File: src/rtl/rt_ibex_pcs_stack_ctrl.sv
// rt_ibex_pcs_stack_ctrl
//
// Hardware context stack for preemptible interrupt nesting. An interrupt
// acknowledge pushes a full register snapshot (mepc, mcause and the ABI
// caller-saved registers) together with the interrupt level. An mret pops
// the top entry and replays it to the register file restore port over
// one or more beats.
//
// Optional feature (compile-time macro PCS_LEVEL_CHECK_EN):
//   When defined, an ack that does not raise the interrupt level above the
//   current top entry is rejected and flagged as an error. Tail-chaining is
//   not affected. When undefined, every ack is accepted if there is room.
//
// Ports
//   clk_i           clock
//   rst_i           synchronous active-high reset
//   irq_level_i     level of the interrupt being acknowledged
//   irq_ack_i       push request (single-cycle pulse)
//   irq_exit_i      pop request / mret (single-cycle pulse)
//   store_data_i    snapshot, sampled on an accepted push
//   restore_data_o  current beat; lane k carries reg beat*BeatRegs+k
//   restore_idx_o   current beat index
//   restore_en_o    beat valid
//   restore_last_o  final beat of the pop
//   restore_done_o  pulse one cycle after the final beat
//   busy_o          restore in progress
//   count_o         occupied entries
//   top_level_o     level tag of the top entry, 0 when empty
//   tailchain_o     pulse: ack and exit arrived together
//   err_o           sticky error (overflow, underflow, request while busy)
//
// States
//   state      | meaning
//   ST_IDLE    | accepting push / pop / tail-chain requests
//   ST_RESTORE | replaying the latched entry, one beat per cycle

module rt_ibex_pcs_stack_ctrl #(
    parameter int DataWidth     = 32,
    parameter int NrSavedRegs   = 18,
    parameter int Depth         = 4,
    parameter int BeatRegs      = 18,
    parameter int IrqLevelWidth = 8,
    localparam int Beats     = (NrSavedRegs + BeatRegs - 1) / BeatRegs,
    localparam int IdxWidth  = (Beats > 1) ? $clog2(Beats) : 1,
    localparam int CntWidth  = $clog2(Depth + 1),
    localparam int BeatWidth = BeatRegs * DataWidth
) (
    input  logic                             clk_i,
    input  logic                             rst_i,
    input  logic [IrqLevelWidth-1:0]         irq_level_i,
    input  logic                             irq_ack_i,
    input  logic                             irq_exit_i,
    input  logic [NrSavedRegs*DataWidth-1:0] store_data_i,
    output logic [BeatWidth-1:0]             restore_data_o,
    output logic [IdxWidth-1:0]              restore_idx_o,
    output logic                             restore_en_o,
    output logic                             restore_last_o,
    output logic                             restore_done_o,
    output logic                             busy_o,
    output logic [CntWidth-1:0]              count_o,
    output logic [IrqLevelWidth-1:0]         top_level_o,
    output logic                             tailchain_o,
    output logic                             err_o
);

    localparam int SlotWidth  = (Depth > 1) ? $clog2(Depth) : 1;
    localparam int EntryWidth = NrSavedRegs * DataWidth;
    localparam int BufWidth   = Beats * BeatWidth;

    localparam logic [0:0] ST_IDLE    = 1'b0;
    localparam logic [0:0] ST_RESTORE = 1'b1;

    logic [0:0]               state;
    logic [IdxWidth-1:0]      beat_idx;
    logic [CntWidth-1:0]      count;
    logic                     err;
    logic                     done;
    logic                     tailchain;
    logic [EntryWidth-1:0]    entries [Depth];
    logic [IrqLevelWidth-1:0] levels  [Depth];
    // Popped entry, zero-padded to a whole number of beats so the unused
    // lanes of the last beat read as 0.
    logic [BufWidth-1:0]      pop_buf;

    logic [SlotWidth-1:0]     push_slot;
    logic [SlotWidth-1:0]     top_slot;
    logic                     empty;
    logic                     full;
    logic [IrqLevelWidth-1:0] top_level;
    logic                     level_ok;
    logic                     idle;
    logic                     tail_req;
    logic                     ack_only;
    logic                     exit_only;
    logic                     push_en;
    logic                     pop_en;
    logic                     err_set;
    logic                     last_beat;
    logic [BeatWidth-1:0]     beat_data;

    assign push_slot = count[SlotWidth-1:0];
    assign top_slot  = SlotWidth'(count - CntWidth'(1));
    assign empty     = (count == '0);
    assign full      = (count == CntWidth'(Depth));
    assign top_level = empty ? '0 : levels[top_slot];

`ifdef PCS_LEVEL_CHECK_EN
    // Only a strictly higher level counts as a preemption.
    assign level_ok = empty || (irq_level_i > top_level);
`else
    assign level_ok = 1'b1;
`endif

    assign idle      = (state == ST_IDLE);
    // Ack+exit on an empty stack has nothing to chain onto: it is a plain ack.
    assign tail_req  = idle && irq_ack_i && irq_exit_i && !empty;
    assign ack_only  = idle && irq_ack_i && !tail_req;
    assign exit_only = idle && irq_exit_i && !irq_ack_i;
    assign push_en   = ack_only && !full && level_ok;
    assign pop_en    = exit_only && !empty;
    assign err_set   = (ack_only && (full || !level_ok))
                     || (exit_only && empty)
                     || (!idle && (irq_ack_i || irq_exit_i));
    assign last_beat = (state == ST_RESTORE) && (beat_idx == IdxWidth'(Beats - 1));

    always_ff @(posedge clk_i) begin
        if (rst_i) begin
            state     <= ST_IDLE;
            beat_idx  <= '0;
            count     <= '0;
            err       <= 1'b0;
            done      <= 1'b0;
            tailchain <= 1'b0;
            for (int i = 0; i < Depth; i++) begin
                levels[i] <= '0;
            end
        end else begin
            done      <= last_beat;
            tailchain <= tail_req;
            if (err_set) begin
                err <= 1'b1;
            end
            if (push_en) begin
                levels[push_slot] <= irq_level_i;
                count             <= count + CntWidth'(1);
            end
            // Tail-chain: the new handler inherits the saved context, only
            // its level tag changes.
            if (tail_req) begin
                levels[top_slot] <= irq_level_i;
            end
            if (pop_en) begin
                count <= count - CntWidth'(1);
            end
            case (state)
                ST_IDLE: begin
                    beat_idx <= '0;
                    if (pop_en) begin
                        state <= ST_RESTORE;
                    end
                end
                ST_RESTORE: begin
                    if (last_beat) begin
                        state    <= ST_IDLE;
                        beat_idx <= '0;
                    end else begin
                        beat_idx <= beat_idx + IdxWidth'(1);
                    end
                end
                default: begin
                    state    <= ST_IDLE;
                    beat_idx <= '0;
                end
            endcase
        end
    end

    // Snapshot storage is not reset; writes are held off while reset is high.
    always_ff @(posedge clk_i) begin
        if (!rst_i && push_en) begin
            entries[push_slot] <= store_data_i;
        end
        if (!rst_i && pop_en) begin
            pop_buf <= BufWidth'(entries[top_slot]);
        end
    end

    always_comb begin
        beat_data = '0;
        if (state == ST_RESTORE) begin
            beat_data = BeatWidth'(pop_buf >> (int'(beat_idx) * BeatWidth));
        end
    end

    assign restore_data_o = beat_data;
    assign restore_idx_o  = beat_idx;
    assign restore_en_o   = (state == ST_RESTORE);
    assign restore_last_o = last_beat;
    assign restore_done_o = done;
    assign busy_o         = (state == ST_RESTORE);
    assign count_o        = count;
    assign top_level_o    = top_level;
    assign tailchain_o    = tailchain;
    assign err_o          = err;

endmodule

File: config.mk
export PLATFORM = sky130hd
export DESIGN_NAME = rt_ibex_pcs_stack_ctrl
export DESIGN_NICKNAME = d
export VERILOG_FILES = /design/src/rtl/rt_ibex_pcs_stack_ctrl.sv
export SDC_FILE = /design/constraint.sdc
export NUM_CORES = 2
export LEC_CHECK = 0
export CAP_MARGIN = 30
export CORE_MARGIN = 8
export CORE_UTILIZATION = 39
export DETAILED_ROUTE_END_ITERATION = 12
export HOLD_SLACK_MARGIN = 0.03
export PLACE_DENSITY = 0.67
export SYNTH_ARGS = -nofsm -noshare
export SYNTH_HDL_FRONTEND = slang
export SYNTH_SLANG_ARGS = --single-unit
File: constraint.sdc
create_clock -name clk_i -period 30.8 [get_ports clk_i]
set_input_delay 6.16 -clock clk_i [delete_from_list [all_inputs] [get_ports clk_i]]
set_output_delay 6.16 -clock clk_i [all_outputs]
set_load 0.01 [all_outputs]
==> run metrics <==
Rel. slew slack 0.236; Residual DRC 0; starting density of the core 0.392; Crit. path cell count 9; most frequent cell on the critical path buf_4; IO Port Bufs 1,181; Seq/Total Area, Yosys 0.827; Critical Path Max Stage Delay 0.84 ns; iteration count of the initial detailed-routing pass 7; Num CTS Buffers 304; post-route ant nets 0; critical path required time 31.24 ns; Hold Path Stages 1; Die X 537 um; GRT Resource Usage Total 0.174; CTS Hold Bufs 0; most frequent cells in the layout 2,912 x edfxtp_1, 1,181 x clkdlybuf4s50_1, 585 x and2_1; share of layout cells above drive strength 1 0.183; post-DR vias/cell 5.15; routed wl met2 126,000 um; commonest non-fill, non-tap cell in the layout edfxtp_1; Reg2Reg Depth 10; Routability Congestion 0.836; Layout fillers 21,400; Setup Viol. Count Final 0; per-cell routed wire length 27.1 um; Yosys warning total 0; Final Util 0.488; PD cells 71.6 nW/um2; Period Utilization, post-route 0.389; Setup TNS Final 0 ns; Fin Clk Skew 0.0563 ns; Final Routed Wirelength 261,000 um; Post-Syn Area per Cell 24.1 um2; die area 289,000 um2; Lkg Pwr 0.0414 uW; Critical Path Start rst_i; P&R area growth vs syn 24.7%; maximum clock rate 0.0834 GHz; CP Data Arrival Time 12.43 ns; Buf+Inv Stages, Crit Path 6; Slew Viols, Final 0; total gr overflow 0; largest net degree at the start of global routing 178; Mapped Cells 4,398; Slew @ Worst Pin 1.15 ns; CTS tree yes; H-tree lvl count 5; CTS root buf clkbuf_16; Final Hold Viols 0; EDFF count, synth 2,912; DR iter-0 viols 4,192; Post-CTS Setup Bufs 0; chip height 537 um; worst-case clock buffer depth 4; Post-Synthesis Cell Area 106,000 um2; Worst Setup Start Kind primary input; Distinct cells, synth 34; critical path fanouts, max 58; highest metal used met5; detailed placer's ending HPWL 167,000 um; peak supply drop 0.0000803 V; kind of end point of the critical path flip-flop; Critical R2R Launch count_o[0]; Final min period 11.99 ns; post-CTS sizing 0; CP Class primary input to flip-flop; worst skew pair latency 0.85 ns; vias in the first global route 50,800; outcome finished clean; Crit path max-delay family buffers and inverters; routed wl met3 24,500 um; row count 191; first-pass GRT wire length 367,000 um; Most used DFF post-synth edfxtp_1; Max-cap violations 0; Nets 6,349; IO Pins 1,182; ordered list of cells on the worst path clkdlybuf4s50_1 -> or3b_4 -> nor2_1 -> and2_4 -> buf_4 -> buf_4 -> buf_4 -> buf_4 -> buf_4; Clock Sinks 2,920; min-delay worst type flip-flop to flip-flop; initial antenna violation count 136; CORE AREA 271,000 um2; Clock transition at path regs 0.06 ns; Syn Nets 4,991; CP max stage cell buf_4; crit path to entries[3][397]; Synth async-reset ratio 0; wire length on met1 101,000 um; reg-to-reg slack, setup 23.80 ns; #FFs+latches synth 2,920; RSZ-0062 raised after global routing no; total number of vias 49,500; r2r endpoint entries[3][397]
## synth_stat cells, types with 3 or more instances
library cell     n  area share
nor3_1           5     0.00024
nand2b_1         3     0.00018
a21o_1           3     0.00021
o21ai_0          4     0.00019
mux4_2         584        0.12
edfxtp_1      2912        0.83
buf_4            3     0.00021
a211oi_1         7     0.00050
inv_1           13     0.00046
dfxtp_1          8      0.0015
buf_1           41      0.0015
a21oi_1          6     0.00028
and2_1         589       0.035
buf_2           80      0.0038
ha_1             5     0.00059
nor2b_1          3     0.00018
nor2_1          23     0.00081
clkbuf_1        77      0.0027
nand2_1         11     0.00039
## stage by stage
step                      setup WS [ns]  hold slack, ns  area (um2)  power (uW)  cells
after floorplan                    8.49           0.500      106000        5640   4398
after global placement            17.74           0.456      122000        5940   9015
after detailed placement          17.81           0.483      122000        5970   9015
after CTS                         18.72           0.497      132000        9570   9547
after global routing              18.44           0.511      132000        9780   9578
final                             18.81           0.507      132000        9460   9607
## kinds of logic (layout without fill, tap and decap cells)
kind of cell | after synthesis | after routing | share of synthesized area
other cells | 1 | 56 | 0.0000354
flops | 2920 | 2920 | 0.827
buf+inv | 216 | 1800 | 0.00885
mux | 588 | 588 | 0.125
simple gates | 639 | 639 | 0.0369
compound gates | 29 | 29 | 0.00204
fa+ha+maj | 5 | 5 | 0.000591
## routing by layer
layer / vias up / global-route usage
met5: - / 0
li1: 20900 / -
met2: 1978 / 0.284
met3: 492 / 0.0547
met1: 26000 / 0.224
met4: 120 / 0.0511
## cell type report
type / count / area, um2 / share of cell area
clock inverter: 176 / 1850 / 0.0140
sequential: 2920 / 87600 / 0.663
inverter: 13 / 48.8 / 0.000370
timing repair buffer: 1255 / 12600 / 0.0956
antenna: 55 / 138 / 0.00104
tap: 3570 / 4470 / 0.0338
clock buffer: 356 / 7890 / 0.0597
multi-input combinational: 1262 / 17400 / 0.132
## sequential cells by signal, indices dropped and copies added (netlist names)
register	flops
restore_idx_o	1
err_o	1
pop_buf	576
busy_o	1
levels	32
count_o	3
entries	2304
restore_done_o	1
tailchain_o	1
## worst min path at each step
| stage | start | slack, ns | to |
|---|---|---|---|
| 2_1_floorplan | restore_idx_o | 0.50 | busy_o |
| 3_3_place_gp | err_o | 0.46 | err_o |
| 3_5_place_dp | err_o | 0.48 | err_o |
| 4_1_cts | err_o | 0.50 | err_o |
| 5_1_grt | err_o | 0.51 | err_o |
| 6_report | err_o | 0.51 | err_o |
## power breakdown
group          switching (uW)  total [uW]  internal (uW)
registers                58.1        4730           4670
clock network            1490        3610           2120
logic                     584        1130            541
total                    2130        9460           7330
Power figures use the tool's default switching activity.
